==> config.mk <==
export PLATFORM = sky130hd
export DESIGN_NAME = seg_display_arbiter_flat
export DESIGN_NICKNAME = d
export VERILOG_FILES = /design/src/rtl/seg_display_arbiter_if.sv /design/src/rtl/seg_display_arbiter.sv /design/src/flat_wrapper.sv
export SDC_FILE = /design/constraint.sdc
export NUM_CORES = 1
export LEC_CHECK = 0
export CAP_MARGIN = 10
export CELL_PAD_IN_SITES_DETAIL_PLACEMENT = 0
export CELL_PAD_IN_SITES_GLOBAL_PLACEMENT = 2
export CORE_UTILIZATION = 28
export DETAILED_ROUTE_END_ITERATION = 8
export PLACE_DENSITY_LB_ADDON = 0.1
export SYNTH_ARGS = -nofsm -noshare
export SYNTH_HDL_FRONTEND = slang
export SYNTH_SLANG_ARGS = --single-unit
==> constraint.sdc <==
create_clock -name clk -period 3.6 [get_ports clk]
set_input_delay 1.08 -clock clk [delete_from_list [all_inputs] [get_ports clk]]
set_output_delay 1.08 -clock clk [all_outputs]
set_load 0.01 [all_outputs]
==> src/rtl/seg_display_arbiter_if.sv <==
`default_nettype none
// +--------------------------------------------------------------------------+
// | seg_display_arbiter_if -- requester/display bundle for the display arbiter|
// | Rev 1.0                                                                  |
// +--------------------------------------------------------------------------+
interface seg_display_arbiter_if #(
  parameter int NUM_REQ = 4
);
  logic [NUM_REQ-1:0]    req;
  logic [16*NUM_REQ-1:0] req_data;
  logic [NUM_REQ-1:0]    grant;
  logic [15:0]           disp_data;
  logic [2:0]            owner_id;
  logic                  busy;

  modport master (
    output req, req_data,
    input  grant, disp_data, owner_id, busy
  );

  modport slave (
    input  req, req_data,
    output grant, disp_data, owner_id, busy
  );
endinterface
`default_nettype wire

==> src/rtl/seg_display_arbiter.sv <==
`default_nettype none
// +--------------------------------------------------------------------------+
// | seg_display_arbiter -- round-robin 7-seg sharing with min hold; optional  |
// | idle blanking via SEG_ARB_IDLE_BLANK_EN.                   Rev 1.0        |
// +--------------------------------------------------------------------------+
module seg_display_arbiter #(
  parameter int NUM_REQ           = 4,
  parameter int HOLD_CYCLES       = 100000000,
  parameter int CNT_W             = 27,
  parameter int IDLE_BLANK_CYCLES = 50000000
) (
  input  logic                 clk,
  input  logic                 reset,
  seg_display_arbiter_if.slave bus
);

  localparam logic [CNT_W-1:0] c_HOLD_LAST = CNT_W'(HOLD_CYCLES - 1);

  if (NUM_REQ < 2 || NUM_REQ > 8 || HOLD_CYCLES < 1 || IDLE_BLANK_CYCLES < 1 ||
      CNT_W < 1 || CNT_W > 31 || ((HOLD_CYCLES - 1) >> CNT_W) != 0 ||
      ((IDLE_BLANK_CYCLES - 1) >> CNT_W) != 0) begin : g_bad_params
    $error("seg_display_arbiter: illegal parameter set");
  end

  typedef enum logic [0:0] {
    S_IDLE = 1'b0,
    S_OWN  = 1'b1
  } state_t;

  state_t             r_state, w_state;
  logic [NUM_REQ-1:0] r_grant, w_grant;
  logic [15:0]        r_disp, w_disp;
  logic [2:0]         r_owner, w_owner;
  logic               r_busy, w_busy;
  logic [2:0]         r_last, w_last;
  logic [CNT_W-1:0]   r_tenure, w_tenure;

  logic [7:0]         w_req_ext;
  logic [15:0]        w_data [8];
  logic [3:0]         w_cand;
  logic               w_found;
  logic [2:0]         w_winner;
  logic [NUM_REQ-1:0] w_grant_new;
  logic               w_own_req;
  logic               w_others;
  logic               w_expired;
  logic               w_take;

  assign w_req_ext = 8'(bus.req);

  // Pad the per-requester data to 8 slots so owner/winner can index uniformly.
  for (genvar gi = 0; gi < 8; gi++) begin : g_data
    if (gi < NUM_REQ) begin : g_used
      assign w_data[gi] = bus.req_data[16*gi +: 16];
    end else begin : g_unused
      assign w_data[gi] = 16'h0000;
    end
  end

  // Walk from the farthest offset back to the nearest so the nearest set bit
  // after last_owner is what remains; offset NUM_REQ is last_owner itself.
  always_comb begin
    w_found  = 1'b0;
    w_winner = 3'd0;
    w_cand   = 4'd0;
    for (int i = NUM_REQ; i >= 1; i--) begin
      w_cand = 4'(r_last) + 4'(i);
      if (w_cand >= 4'(NUM_REQ)) w_cand = w_cand - 4'(NUM_REQ);
      if (w_req_ext[w_cand[2:0]]) begin
        w_found  = 1'b1;
        w_winner = w_cand[2:0];
      end
    end
  end

  assign w_grant_new = {{(NUM_REQ-1){1'b0}}, 1'b1} << w_winner;
  assign w_own_req   = w_req_ext[r_owner];
  assign w_others    = |(w_req_ext & ~(8'b1 << r_owner));
  assign w_expired   = (r_tenure == c_HOLD_LAST);

`ifdef SEG_ARB_IDLE_BLANK_EN
  localparam logic [CNT_W-1:0] c_IDLE_LAST = CNT_W'(IDLE_BLANK_CYCLES - 1);
  logic [CNT_W-1:0] r_idle, w_idle;
`endif

  always_comb begin
    w_state  = r_state;
    w_grant  = r_grant;
    w_disp   = r_disp;
    w_owner  = r_owner;
    w_busy   = r_busy;
    w_last   = r_last;
    w_tenure = r_tenure;
    w_take   = 1'b0;
`ifdef SEG_ARB_IDLE_BLANK_EN
    w_idle   = r_idle;
`endif
    case (r_state)
      S_IDLE: begin
        if (w_found) begin
          w_take = 1'b1;
        end
`ifdef SEG_ARB_IDLE_BLANK_EN
        else if (r_idle == c_IDLE_LAST) begin
          w_disp = 16'h0000;
        end else begin
          w_idle = r_idle + 1'b1;
        end
`endif
      end
      S_OWN: begin
        if (!w_own_req) begin
          if (w_found) begin
            w_take = 1'b1;
          end else begin
            w_state = S_IDLE;
            w_grant = '0;
            w_busy  = 1'b0;
`ifdef SEG_ARB_IDLE_BLANK_EN
            w_idle  = '0;
`endif
          end
        end else if (w_expired && w_others) begin
          w_take = 1'b1;
        end else begin
          w_disp = w_data[r_owner];
          if (!w_expired) w_tenure = r_tenure + 1'b1;
        end
      end
      default: begin
        w_state = S_IDLE;
        w_grant = '0;
        w_busy  = 1'b0;
      end
    endcase
    if (w_take) begin
      w_state  = S_OWN;
      w_grant  = w_grant_new;
      w_owner  = w_winner;
      w_last   = w_winner;
      w_busy   = 1'b1;
      w_disp   = w_data[w_winner];
      w_tenure = '0;
    end
  end

  always_ff @(posedge clk) begin
    if (reset) begin
      r_state  <= S_IDLE;
      r_grant  <= '0;
      r_disp   <= 16'h0000;
      r_owner  <= 3'd0;
      r_busy   <= 1'b0;
      r_last   <= 3'(NUM_REQ - 1);
      r_tenure <= '0;
    end else begin
      r_state  <= w_state;
      r_grant  <= w_grant;
      r_disp   <= w_disp;
      r_owner  <= w_owner;
      r_busy   <= w_busy;
      r_last   <= w_last;
      r_tenure <= w_tenure;
    end
  end

`ifdef SEG_ARB_IDLE_BLANK_EN
  always_ff @(posedge clk) begin
    if (reset) r_idle <= '0;
    else       r_idle <= w_idle;
  end
`endif

  assign bus.grant     = r_grant;
  assign bus.disp_data = r_disp;
  assign bus.owner_id  = r_owner;
  assign bus.busy      = r_busy;

endmodule
`default_nettype wire

==> src/flat_wrapper.sv <==
// flat-port wrapper written by rule: the top's interface ports become plain ports
module seg_display_arbiter_flat 
#(
  parameter int NUM_REQ           = 4,
  parameter int HOLD_CYCLES       = 100000000,
  parameter int CNT_W             = 27,
  parameter int IDLE_BLANK_CYCLES = 50000000
)
  (clk, reset, bus_req, bus_req_data, bus_grant, bus_disp_data, bus_owner_id, bus_busy);
  seg_display_arbiter_if #(.NUM_REQ(NUM_REQ)) bus_i ();
  input  logic clk;
  input  logic reset;
  input wire logic [$bits(bus_i.req)-1:0] bus_req;
  input wire logic [$bits(bus_i.req_data)-1:0] bus_req_data;
  output wire logic [$bits(bus_i.grant)-1:0] bus_grant;
  output wire logic [$bits(bus_i.disp_data)-1:0] bus_disp_data;
  output wire logic [$bits(bus_i.owner_id)-1:0] bus_owner_id;
  output wire logic [$bits(bus_i.busy)-1:0] bus_busy;
  assign bus_i.req = bus_req;
  assign bus_i.req_data = bus_req_data;
  assign bus_grant = bus_i.grant;
  assign bus_disp_data = bus_i.disp_data;
  assign bus_owner_id = bus_i.owner_id;
  assign bus_busy = bus_i.busy;
  seg_display_arbiter #(.NUM_REQ(NUM_REQ), .HOLD_CYCLES(HOLD_CYCLES), .CNT_W(CNT_W), .IDLE_BLANK_CYCLES(IDLE_BLANK_CYCLES)) u_core (.clk(clk), .reset(reset), .bus(bus_i));
endmodule
==> Word level (Yosys, flattened, before mapping) <==
Index checks and enable logic that the tools add are counted.
{ "op_classes": {"magnitude_cmp": 11, "reduce_logical": 8, "n_shift": 2, "n_bitwise": 7, "n_eq_ne": 4, "n_mux": 47, "n_addsub": 9} }
{ "ops": {"columns": ["operator", "n"], "rows": [
  ["$mux W16", 8],
  ["$bmux W16 S3", 2],
  ["$add A27 B1 Y27 const B", 1],
  ["$eq A27 B27 Y1 const B", 1],
  ["$mux W3", 8],
  ["$lt A3 B4 Y1 const B", 5],
  ["$mux W1", 19],
  ["$ge A4 B3 Y1 const B", 4],
  ["$mux W4", 4],
  ["$bmux W1 S3", 5],
  ["$sub A3 B3 Y3 const B", 4],
  ["$add A3 B2 Y4 const B", 2],
  ["$and A4 B8 Y8", 1],
  ["$ge A4 B4 Y1 const B", 2],
  ["$not A3 Y4", 2],
  ["$not A8 Y8", 1],
  ["$reduce_or A8 Y1", 1],
  ["$shl A1 B3 Y8 const A", 1],
  ["$reduce_and A3 Y1", 2],
  ["$add A3 B1 Y4 const B", 1],
  ["$add A3 B3 Y4 const B", 1],
  ["$ne A2 B2 Y1 const B", 2],
  ["$reduce_and A4 Y1", 1],
  ["$reduce_bool A2 Y1", 2],
  ["6 further kinds", 8]
]} }
{ "totals": {"elab_cells": 95, "inputBits": 70, "regBits": 55, "output_inout_bits": 24} }

==> Logic depth before layout (Yosys ltp) <==
Gate-level depths: netlist of the first run.
{ "depth": {"word_depth": 14, "depth_mapped": 16, "depth_no_buf": 8} }

==> Least setup slack after synthesis of the first run <==
No wires, ideal clock.
{ "synth_timing": {"kind": "reg2reg", "start": "reg u_core.r_last[0]", "end": "reg u_core.r_disp[7] (netlist: u_core.bus.disp_data[7])", "arrival_time_ns": 3.765, "stages_incl_launch_ff": 15, "setup_ns": 0.074, "t_required_ns": 3.526, "path_slack_ns": -0.239, "synth_period_minus_slack_ns": 3.839, "n_path_buf": 6, "path_cell_list": "dfxtp_1 buf_2 inv_1 clkbuf_1 clkbuf_1 clkbuf_1 ha_1 buf_6 mux2_4 or4_1 buf_2 a311oi_4 nor3_1 or4_1 a31oi_1"} }
{ "synth_between": {"elab_chain_cells": 14, "word_cells_on_any_way": 44, "classes_between": "8 x add/sub; 4 x order compare; 1 x eq/ne; 27 x mux; 1 x bitwise; 3 x reduce/logical"} }
{ "synth_lines": {"columns": ["element", "line_no", "text"], "rows": [
  ["start: declaration", "seg_display_arbiter.sv:35", "logic [2:0] r_last, w_last;"],
  ["start signal: assignment", "seg_display_arbiter.sv:154", "r_last <= 3'(NUM_REQ - 1);"],
  ["start signal: assignment", "seg_display_arbiter.sv:162", "r_last <= w_last;"],
  ["$add A3 B3 Y4", "seg_display_arbiter.sv:67", "w_cand = 4'(r_last) + 4'(i);"],
  ["$ge A4 B3 Y1 / $sub A3 B3 Y3 (equally long branches)", "seg_display_arbiter.sv:68", "if (w_cand >= 4'(NUM_REQ)) w_cand = w_cand - 4'(NUM_REQ);"],
  ["$mux W3", "seg_display_arbiter.sv:68", null],
  ["$bmux W1 S3", "seg_display_arbiter.sv:69", "if (w_req_ext[w_cand[2:0]]) begin"],
  ["$mux W1 (implied by the code)", "seg_display_arbiter.sv:69", null],
  ["$mux W1 / $mux W3 (equally long branches) (4 in a row)", "seg_display_arbiter.sv:69", null],
  ["$mux W1 / $not A3 Y4 (equally long branches)", "seg_display_arbiter.sv:100, seg_display_arbiter.sv:113, seg_display_arbiter.sv:142", null],
  ["$mux W1 / $bmux W16 S3 (equally long branches)", "seg_display_arbiter.sv:112, seg_display_arbiter.sv:142", null],
  ["$pmux W1 S2 / $mux W16 (equally long branches)", "seg_display_arbiter.sv:98, seg_display_arbiter.sv:142", null],
  ["$ne A2 B1 Y1 (no source line) (tied with other cells)", null, null],
  ["$reduce_and A3 Y1 (no source line) / $mux W16 (equally long branches)", null, null],
  ["end signal: assignment", "seg_display_arbiter.sv:159", "r_disp <= w_disp;"],
  ["end: declaration", "seg_display_arbiter.sv:32", "logic [15:0] r_disp, w_disp;"]
]} }
Several ways; a longest one is shown, not always the timed one. The select of a mux whose other input is x is not followed.
A chain may end at the register's enable or synchronous reset.

==> Worst setup path after layout of the first run <==
{ "layout_timing": {"start": "in bus_req[3]", "end": "reg u_core.r_disp[9] (netlist: u_core.bus.disp_data[9])"} }
{ "layout_between": {"elab_chain_cells": 11, "word_cells_on_any_way": 34, "classes_between": "1 x eq/ne; 26 x mux; 2 x bitwise; 5 x reduce/logical"} }
{ "layout_lines": {"columns": ["element", "line_no", "text"], "rows": [
  ["start: declaration", "flat_wrapper.sv:13", "input wire logic [$bits(bus_i.req)-1:0] bus_req;"],
  ["$bmux W1 S3", "seg_display_arbiter.sv:69", null],
  ["$mux W1 (implied by the code)", "seg_display_arbiter.sv:69", null],
  ["$mux W1 / $mux W3 (equally long branches) (4 in a row)", "seg_display_arbiter.sv:69", null],
  ["$mux W1 / $not A3 Y4 (equally long branches)", "seg_display_arbiter.sv:100, seg_display_arbiter.sv:113, seg_display_arbiter.sv:142", null],
  ["$mux W1 / $bmux W16 S3 (equally long branches)", "seg_display_arbiter.sv:112, seg_display_arbiter.sv:142", null],
  ["$pmux W1 S2 / $mux W16 (equally long branches)", "seg_display_arbiter.sv:98, seg_display_arbiter.sv:142", null],
  ["$ne A2 B1 Y1 (no source line) (tied with other cells)", null, null],
  ["$reduce_and A3 Y1 (no source line) / $mux W16 (equally long branches)", null, null]
]} }
Several ways; a longest one is shown, not always the timed one. The select of a mux whose other input is x is not followed.

==> results of run 1 <==
[registers in the layout, indices dropped and copies added, names as in the netlist]
signal and cells:
u_core.bus.busy 1, u_core.bus.disp_data 16, u_core.bus.grant 4, u_core.bus.owner_id 2
u_core.r_last 3, u_core.r_state 1, u_core.r_tenure 27
[kinds of logic after synthesis]
family	after synthesis	synth area share [%]
buffers and inverters	81	7.147
flip-flops	54	22.70
XOR/XNOR	26	4.782
adder cells (fa/ha/maj)	3	0.7883
AO/OA/AOI/OAI	170	28.09
multiplexers	39	13.08
AND/OR/NAND/NOR	225	23.41
[area by class of cell]
| type | count | area share [%] |
|---|---|---|
| Clock buffer | 6 | 2.167 |
| Clock inverter | 2 | 0.6051 |
| Inverter | 20 | 1.171 |
| Multi-Input combinational cell | 463 | 52.49 |
| Sequential cell | 54 | 16.87 |
| Tap cell | 220 | 4.294 |
| Timing Repair Buffer | 147 | 22.41 |
[worst max-delay path: stages]
cell and delay, ns:
clkdlybuf4s50_1 0.42, mux2_4 0.28, or4_1 0.59, a311oi_4 0.52, nor3_1 0.07, or4_1 0.49, a31oi_1 0.17
[cell usage after synthesis, types with 16 or more instances]
| cell | n |
|---|---|
| nand3_1 | 18 |
| nand4_1 | 16 |
| mux2i_1 | 18 |
| nor2_1 | 82 |
| buf_2 | 18 |
| o21ai_0 | 19 |
| inv_1 | 20 |
| dfxtp_1 | 54 |
| a21oi_1 | 18 |
| nand2_1 | 30 |
| and3_1 | 18 |
| clkbuf_1 | 36 |
| mux4_2 | 18 |
[power groups by stage]
| stage | Sequential [mW] | Clock, mW | Combinational [mW] |
|---|---|---|---|
| floorplan | 0.844 | 0 | 1.89 |
| global placement | 0.812 | 0 | 3.19 |
| detailed placement | 0.811 | 0 | 3.22 |
| CTS | 0.799 | 0.626 | 3.24 |
| global route | 0.813 | 0.640 | 3.48 |
| finish | 0.797 | 0.599 | 3.23 |
[per-layer routing]
layer | track usage [%] | up-vias
met3 | 3.716 | 17
li1 | - | 2476
met5 | 0 | -
met4 | 4.406 | 0
met2 | 34.50 | 165
met1 | 26.64 | 2501
[stage by stage]
step	cells	setup slack [ns]	total power [mW]	utilization, %	hold slack (ns)
floorplan	598	0.05918	2.732	-	0.4722
global placement	904	-0.05636	4.001	37.58	0.4778
detailed placement	904	-0.07708	4.035	37.58	0.4875
CTS	912	0.2469	4.663	38.65	0.5081
global route	912	0.07931	4.931	38.65	0.5229
finish	912	0.2165	4.626	38.65	0.4998
[path summary, 6_finish.rpt]
path / from / endpoint / slack, ns / depth (start not counted)
worst max-delay path: bus_req[3] / u_core.bus.disp_data[9] / 0.22 / 7
worst min-delay path: u_core.bus.busy / u_core.bus.busy / 0.50 / 2
worst max register to register: u_core.r_last[0] / u_core.bus.disp_data[9] / 0.63 / 8
worst min register to register: u_core.bus.busy / u_core.bus.busy / 0.50 / 2
==> flow_metrics.env, run 1 <==
export IMPL_outcome="finished clean"
export IMPL_placed_area_um2=6232
export IMPL_drc_errors=0
export IMPL_die_w_um=132.4
export IMPL_first_iter_violations=404
export IMPL_maxUsedRoutingLayer="met4"
export IMPL_ys_warn_count=0
export IMPL_yosysSeqAreaShare_pct=22.70
export IMPL_synthToLayoutAreaGrowth_pct=34.60
export IMPL_powerDensity_nw_per_um2=721.7
export IMPL_fillers=1717
export IMPL_firstDrtPassIters=5
export IMPL_layout_commonest_cell="clkdlybuf4s50_1"
export IMPL_synth_top_cell_by_area="dfxtp_1"
export IMPL_grt_start_max_net_pins=57
export IMPL_ioPinCount=94
export IMPL_die_y_um=132.4
export IMPL_fin_crit_ns=3.383
export IMPL_cts_tree="done"
export IMPL_drive_above_1_share_pct=13.58
export IMPL_root_buffer="clkbuf_16"
export IMPL_setup_worst_path_start_class="input port"
export IMPL_ys_types=68
export IMPL_post_cts_setup_buffer_count=0
export IMPL_grt_overflow_total=0
export IMPL_crit_type="input port to register"
export IMPL_clk_latency_ns=0.31
export IMPL_fmax_ghz=0.2956
export IMPL_p_comb_share_pct=69.8
export IMPL_clk_path_buf_depth=2
export IMPL_final_area_um2=6410
export IMPL_die_area_um2=17530
export IMPL_setup_viol=0
export IMPL_final_hold_violation_count=0
export IMPL_cap_violations=0
export IMPL_final_cell_mix="clkdlybuf4s50_1 (93), nor2_1 (82), dfxtp_1 (54)"
export IMPL_finalWeightedCongestion=0.8264
export IMPL_ys_flop_type="dfxtp_1"
export IMPL_hp_class="register to register"
export IMPL_vias=5159
export IMPL_cellLeakagePower_nw=2.264
export IMPL_multi_input_area_um2=3364
export IMPL_clk_pin_slew_worst_paths_ns=0.07
export IMPL_cts_sinks=54
export IMPL_setup_tns_ns=0
export IMPL_synth_area_top_cells="dfxtp_1 (23%), mux4_2 (8.5%), nor2_1 (6.5%), mux2i_1 (3.8%), clkbuf_1 (2.8%)"
export IMPL_ys_seq_elements=54
export IMPL_grt_usage_pct=20.29
export IMPL_antenna_found_initial=0
export IMPL_cp_required_ns=3.84
export IMPL_cts_buffers=5
export IMPL_grt_pass1_wl_mm=28.18
export IMPL_routed_wl_mm=17.86
export IMPL_holdBufCountCts=0
export IMPL_drt_vias_per_instance=5.657
export IMPL_ant_nets=0
export IMPL_crit_fanout=7
export IMPL_synth_area_um2=4762
export IMPL_syn_avg_cell_area_um2=7.963
export IMPL_core_area_um2=16580
export IMPL_async_flop_share_pct=0
export IMPL_rsz0062_at_grt="false"
export IMPL_syn_nets=671
export IMPL_skew_ns=0.008904
export IMPL_grt_pass1_vias=5077
export IMPL_synth_edf_count=0
export IMPL_seqPwrFrac_pct=17.2
export IMPL_pwr_share_clk_pct=13.0
export IMPL_start_util_pct=28.72
export IMPL_diodes=0
export IMPL_p_int_mw=2.558
export IMPL_ir_drop_v=0.0003221
export IMPL_fin_crit_sh_pct=93.99
export IMPL_placement_rows=47
export IMPL_swShare_pct=44.70
export IMPL_slew_headroom_pct=43.57
export IMPL_slew_viol_final=0
export IMPL_dp_hpwl_mm=12.66
export IMPL_port_buffers=93
export IMPL_route_met3_wl_mm=1.030
export IMPL_final_seq_area_um2=1081
export IMPL_routedWlPerCell_um=19.58
export IMPL_cts_resized=0
export IMPL_p_sw_mw=2.068
export IMPL_met2_length_mm=8.339
export IMPL_cp_end_kind="register"
export IMPL_met1_length_mm=8.291
export IMPL_h_tree_depth=2
export IMPL_yosysTopAreaCellShare_pct=22.70
export IMPL_synthCells=598
export IMPL_worst_slew_pin_transition_ns=0.8438
export IMPL_fin_nets=764
export IMPL_arrival_ns=3.62
(Power assumes the default switching activity.)
==> inputs of run 2 (changes only) <==
--- a/config.mk
+++ b/config.mk
@@ -6,11 +6,10 @@
 export NUM_CORES = 1
 export LEC_CHECK = 0
 export CAP_MARGIN = 10
-export CELL_PAD_IN_SITES_DETAIL_PLACEMENT = 0
-export CELL_PAD_IN_SITES_GLOBAL_PLACEMENT = 2
-export CORE_UTILIZATION = 28
+export CORE_UTILIZATION = 48
 export DETAILED_ROUTE_END_ITERATION = 8
-export PLACE_DENSITY_LB_ADDON = 0.1
+export PLACE_DENSITY = 0.78
+export SKIP_CTS_REPAIR_TIMING = 1
 export SYNTH_ARGS = -nofsm -noshare
 export SYNTH_HDL_FRONTEND = slang
 export SYNTH_SLANG_ARGS = --single-unit
==> run 2 against run 1 <==
Compared with the run above: flip-flop and latch count stayed put; worst hold slack better by 0.0077 ns; first-iteration DRC count grew 3.5%; register-to-register slack gained 0.05 ns; cell count fell by 11%; global-route usage increased by 9.6 points; non-clock buffer count fell by 10; utilization increased by 26 points; maximum frequency is 2.4% higher.
==> flow_metrics.env, run 2 (synthesized netlist as in run 1, its figures left out) <==
export IMPL_holdWs_ns=0.5075
export IMPL_fin_crit_sh_pct=91.76
export IMPL_setup_viol=0
export IMPL_outcome="finished clean"
export IMPL_pre_cts_slack_ns=-0.01746
export IMPL_port_buffers=93
export IMPL_holdPathStages=2
export IMPL_h_tree_depth=2
export IMPL_grt_start_max_net_pins=57
export IMPL_powerDensity_nw_per_um2=688.8
export IMPL_root_buffer="clkbuf_8"
export IMPL_antenna_found_initial=0
export IMPL_fin_crit_ns=3.304
export IMPL_clk_pin_slew_worst_paths_ns=0.12
export IMPL_clk_latency_ns=0.33
export IMPL_die_w_um=101.6
export IMPL_die_area_um2=10320
export IMPL_grt_usage_pct=29.87
export IMPL_r2r_start="u_core.r_last[0]"
export IMPL_die_y_um=101.6
export IMPL_fin_ws_ns=0.2965
export IMPL_stdcell_count=811
export IMPL_grt_overflow_total=0
export IMPL_dp_cells=803
export IMPL_fmax_ghz=0.3027
export IMPL_route_met3_wl_mm=1.312
export IMPL_cp_end_kind="register"
export IMPL_crit_slowest_cell="or4_1"
export IMPL_crit_buf_inv=2
export IMPL_drc_errors=0
export IMPL_cts_sinks=54
export IMPL_met2_length_mm=7.384
export IMPL_routed_wl_mm=15.30
export IMPL_rrSetupSlack_ns=0.68
export IMPL_critPathTopFamily="compound AO/OA/AOI/OAI gates"
export IMPL_cpPeakStageDelay_ns=0.58
export IMPL_cts_tree="done"
export IMPL_final_hold_violation_count=0
export IMPL_diodes=0
export IMPL_clk_path_buf_depth=2
export IMPL_worst_slew_pin_transition_ns=1.082
export IMPL_firstDrtPassIters=5
export IMPL_placement_rows=35
export IMPL_first_iter_violations=418
export IMPL_grt_pass1_wl_mm=24.37
export IMPL_layout_commonest_cell="clkdlybuf4s50_1"
export IMPL_min_delay_worst_endpoint="u_core.bus.grant[1]"
export IMPL_cap_violations=0
export IMPL_skew_ns=0.008425
export IMPL_ioPinCount=94
export IMPL_crit_fanout=5
export IMPL_min_delay_start="u_core.bus.grant[1]"
export IMPL_drive_above_1_share_pct=11.88
export IMPL_met1_length_mm=6.282
export IMPL_synthToLayoutAreaGrowth_pct=26.98
export IMPL_start_util_pct=50.58
export IMPL_path_cells="clkdlybuf4s50_1 > mux2_4 > or4_1 > a311oi_4 > buf_4 > nor2_1 > a222oi_1 > a211oi_1"
export IMPL_cellLeakagePower_nw=2.148
export IMPL_cp_required_ns=3.82
export IMPL_setup_worst_path_start_class="input port"
export IMPL_regMostFlops="u_core.r_tenure"
export IMPL_drt_vias_per_instance=6.451
export IMPL_finalWeightedCongestion=0.8591
export IMPL_ir_drop_v=0.0003353
export IMPL_slew_headroom_pct=27.21
export IMPL_final_cell_mix="clkdlybuf4s50_1 (93), nor2_1 (82), dfxtp_1 (54)"
export IMPL_maxUsedRoutingLayer="met4"
export IMPL_rsz0062_at_grt="false"
export IMPL_largest_reg_flops=27
export IMPL_fin_nets=754
export IMPL_final_util_pct=64.23
export IMPL_core_area_um2=9415
export IMPL_crit_type="input port to register"
export IMPL_hp_class="register to register"
export IMPL_cts_buffers=5
export IMPL_reg2reg_depth=9
export IMPL_routedWlPerCell_um=18.86
export IMPL_slew_viol_final=0
export IMPL_dp_hpwl_mm=11.12
export IMPL_grt_pass1_vias=5016
export IMPL_vias=5232
export IMPL_arrival_ns=3.52
export IMPL_ant_nets=0
export IMPL_r2r_end="u_core.bus.disp_data[12]"
[run 2: cell count changes in the layout (fill, tap and decap cells not counted), moves of 2 or more]
cell / before / now
clkbuf_8: 1 / 5
a31oi_2: 2 / 0
a31oi_1: 7 / 9
buf_4: 46 / 42
buf_12: 8 / 2
clkbuf_16: 5 / 0
[run 2: worst max-delay path by stage]
stage	from	to	slack [ns]	cells after the start
6_report	bus_req[3]	u_core.bus.disp_data[12]	0.30	8
5_1_grt	bus_req[3]	u_core.bus.disp_data[12]	0.18	8
4_1_cts	bus_req[3]	u_core.bus.disp_data[9]	0.33	7
3_5_place_dp	bus_req[3]	u_core.bus.disp_data[9]	-0.02	7
3_3_place_gp	bus_req[3]	u_core.bus.disp_data[12]	0.04	8
2_1_floorplan	u_core.r_last[0]	u_core.bus.disp_data[7]	0.06	14
[run 2: tightest hold or removal path: cells and delay by family, from the launching register on]
family	cells	cell delay [ns]
flip-flops	1	0.33
AND/OR/NAND/NOR	1	0.08
AO/OA/AOI/OAI	1	0.06
[run 2: layout make-up]
class	instances	area [µm²]
multi-input cells	463	3346
clock inverters	3	28.78
inverters	20	75.07
repair buffers	137	1286
flip-flops and latches	54	1081
clock buffers	5	68.82
well taps	129	161.4
fillers	815	3368
[run 2: report_power, final]
group,internal [mW],switching (mW),leakage (nW),total [mW]
clock network,0.146,0.240,0.0506,0.386
logic,1.35,1.64,1.66,2.98
registers,0.722,0.0752,0.442,0.798
[run 2: metrics by stage]
step / setup TNS, ns / power, mW / cell area, µm²
after detailed placement: -0.01746 / 3.732 / 5949
after floorplan: 0 / 2.732 / 4766
after CTS: 0 / 4.123 / 6047
final: 0 / 4.165 / 6047
after global routing: 0 / 4.428 / 6047
after global placement: 0 / 3.629 / 5949
[run 2: per-layer routing]
layer  vias to the layer above  GRT usage [%]
li1                       2443              -
met1                      2485          38.61
met2                       267          50.05
met3                        37          4.900
met4                         0          11.04
met5                         -              0
==> inputs of run 3 (changes only) <==
--- a/config.mk
+++ b/config.mk
@@ -5,6 +5,7 @@
 export SDC_FILE = /design/constraint.sdc
 export NUM_CORES = 1
 export LEC_CHECK = 0
+export ABC_CLOCK_PERIOD_IN_PS = 3600
 export CAP_MARGIN = 10
 export CORE_UTILIZATION = 48
 export DETAILED_ROUTE_END_ITERATION = 8
==> constraint.sdc (replaced) <==
create_clock -name clk -period 3.6 [get_ports clk]
set_input_delay 1.08 -clock clk [delete_from_list [all_inputs] [get_ports clk]]
set_output_delay 1.08 -clock clk [all_outputs]
set_load 0.05 [all_outputs]
==> run 3 against run 2 <==
Compared with the run above: sequential power about the same; wire length down 0.25%; clock skew down 0.0046 ns; maximum frequency down 0.18%; clock power down 2%; global-route usage down 0.32 points; via count up 0.50%; register-to-register slack better by 0.03 ns; utilization down 0.093 points; cell area down 0.14%; clock-buffer cell count up 1; setup slack worse by 0.0058 ns; largest power group unchanged.
==> flow_metrics.env, run 3 (synthesized netlist as in run 1, its figures left out) <==
export IMPL_outcome="finished clean"
export IMPL_drc_errors=0
export IMPL_core_area_um2=9415
export IMPL_cts_tree="done"
export IMPL_power_mw=4.438
export IMPL_die_area_um2=10320
export IMPL_crit_type="input port to register"
export IMPL_pwr_share_clk_pct=8.5
export IMPL_largest_reg_flops=27
export IMPL_clk_pin_slew_worst_paths_ns=0.11
export IMPL_setup_viol=0
export IMPL_layout_commonest_cell="clkdlybuf4s50_1"
export IMPL_diodes=0
export IMPL_hp_class="register to register"
export IMPL_cts_sinks=54
export IMPL_synthToLayoutAreaGrowth_pct=26.80
export IMPL_die_w_um=101.6
export IMPL_dp_hpwl_mm=10.96
export IMPL_placement_rows=35
export IMPL_cp_end_kind="register"
export IMPL_skew_ns=0.003783
export IMPL_clk_latency_ns=0.31
export IMPL_ant_nets=0
export IMPL_regMostFlops="u_core.r_tenure"
export IMPL_seqPwrFrac_pct=18.0
export IMPL_powerDensity_nw_per_um2=735.0
export IMPL_dp_cells=800
export IMPL_critPathTopFamily="compound AO/OA/AOI/OAI gates"
export IMPL_cts_buffers=5
export IMPL_swShare_pct=50.06
export IMPL_die_y_um=101.6
export IMPL_grt_pass1_vias=5070
export IMPL_multi_input_area_um2=3346
export IMPL_grt_usage_pct=29.56
export IMPL_fin_crit_ns=3.309
export IMPL_fmax_ghz=0.3022
export IMPL_final_cell_mix="clkdlybuf4s50_1 (93), nor2_1 (82), dfxtp_1 (54)"
export IMPL_pre_cts_slack_ns=0.002362
export IMPL_fillers=824
export IMPL_port_buffers=93
export IMPL_placed_area_um2=5939
export IMPL_start_util_pct=50.58
export IMPL_cpPeakStageDelay_ns=0.58
export IMPL_setup_worst_path_start_class="input port"
export IMPL_cellLeakagePower_nw=2.138
export IMPL_crit_buf_inv=2
export IMPL_slew_headroom_pct=27.08
export IMPL_finalWeightedCongestion=0.8499
export IMPL_path_cells="clkdlybuf4s50_1 > mux2_4 > or4_1 > a311oi_4 > buf_4 > nor2_1 > a222oi_1 > a211oi_1"
export IMPL_clk_path_buf_depth=2
export IMPL_root_buffer="clkbuf_8"
export IMPL_grt_overflow_total=0
export IMPL_grt_start_max_net_pins=57
export IMPL_worst_slew_pin_transition_ns=1.084
export IMPL_cp_required_ns=3.80
export IMPL_p_int_mw=2.216
export IMPL_cap_violations=0
export IMPL_fin_crit_sh_pct=91.93
export IMPL_h_tree_depth=2
export IMPL_stdcell_count=808
export IMPL_final_hold_violation_count=0
export IMPL_final_seq_area_um2=1081
export IMPL_routedWlPerCell_um=18.88
export IMPL_fin_nets=751
export IMPL_slew_viol_final=0
export IMPL_crit_slowest_cell="or4_1"
export IMPL_ir_drop_v=0.0004131
export IMPL_crit_fanout=5
export IMPL_drt_vias_per_instance=6.507
export IMPL_firstDrtPassIters=5
export IMPL_setup_tns_ns=0
export IMPL_drive_above_1_share_pct=11.49
export IMPL_rsz0062_at_grt="false"
export IMPL_p_sw_mw=2.222
export IMPL_grt_pass1_wl_mm=24.44
export IMPL_routed_wl_mm=15.26
export IMPL_fin_ws_ns=0.2906
export IMPL_arrival_ns=3.51
export IMPL_antenna_found_initial=0
export IMPL_ioPinCount=94
export IMPL_first_iter_violations=443
export IMPL_final_area_um2=6038
export IMPL_p_comb_share_pct=73.5
export IMPL_vias=5258
[run 3: changes by cell type in the layout (fill, tap and decap cells not counted), sizes merged]
cell      previous run  this run
buf                 44        41
clkbuf               5         6
clkinv               1         0
clkinvlp             0         1
inv                 22        21
[run 3: worst paths after layout]
| kind | cells past startpoint | endpoint | from | slack, ns |
|---|---|---|---|---|
| worst max register to register | 9 | u_core.bus.disp_data[12] | u_core.r_last[0] | 0.71 |
| worst min-delay path | 2 | u_core.bus.grant[2] | u_core.bus.grant[2] | 0.51 |
| worst min register to register | 2 | u_core.bus.grant[2] | u_core.bus.grant[2] | 0.51 |
| worst max-delay path | 8 | u_core.bus.disp_data[12] | bus_req[3] | 0.29 |
[run 3: layer usage]
| metal | track usage (%) | wire length (µm) |
|---|---|---|
| met2 | 50.00 | 7417 |
| met3 | 3.934 | 1320 |
| met4 | 11.59 | 337 |
| met1 | 38.08 | 6182 |
| met5 | 0 | 0 |
[run 3: layout make-up]
class | instances | share of cell area (%)
multi-input cells | 463 | 55.41
repair buffers | 134 | 21.14
flip-flops and latches | 54 | 17.90
well taps | 129 | 2.673
clock buffers | 6 | 1.368
inverters | 20 | 1.243
clock inverters | 2 | 0.2694
[run 3: worst reg2reg max path, stage by stage (launching register included)]
cell and delay, ns:
dfxtp_1 0.34, inv_1 0.06, ha_1 0.34, mux2_4 0.31, or4_1 0.58, a311oi_4 0.44
buf_4 0.20, nor2_1 0.04, a222oi_1 0.36, a211oi_1 0.12
[run 3: through the flow]
step | hold slack, ns | util [%]
floorplan | 0.4722 | -
CTS | 0.5179 | 64.13
detailed placement | 0.4925 | 63.08
global route | 0.5316 | 64.13
global placement | 0.4917 | 63.08
finish | 0.5133 | 64.13
[run 3: power groups by stage]
stage | clock, mW | combinational [mW] | sequential (mW)
final | 0.377 | 3.26 | 0.801
after global placement | 0 | 3.11 | 0.812
after CTS | 0.385 | 3.21 | 0.800
after detailed placement | 0 | 3.20 | 0.813
after floorplan | 0 | 1.89 | 1.15
after global routing | 0.403 | 3.47 | 0.814
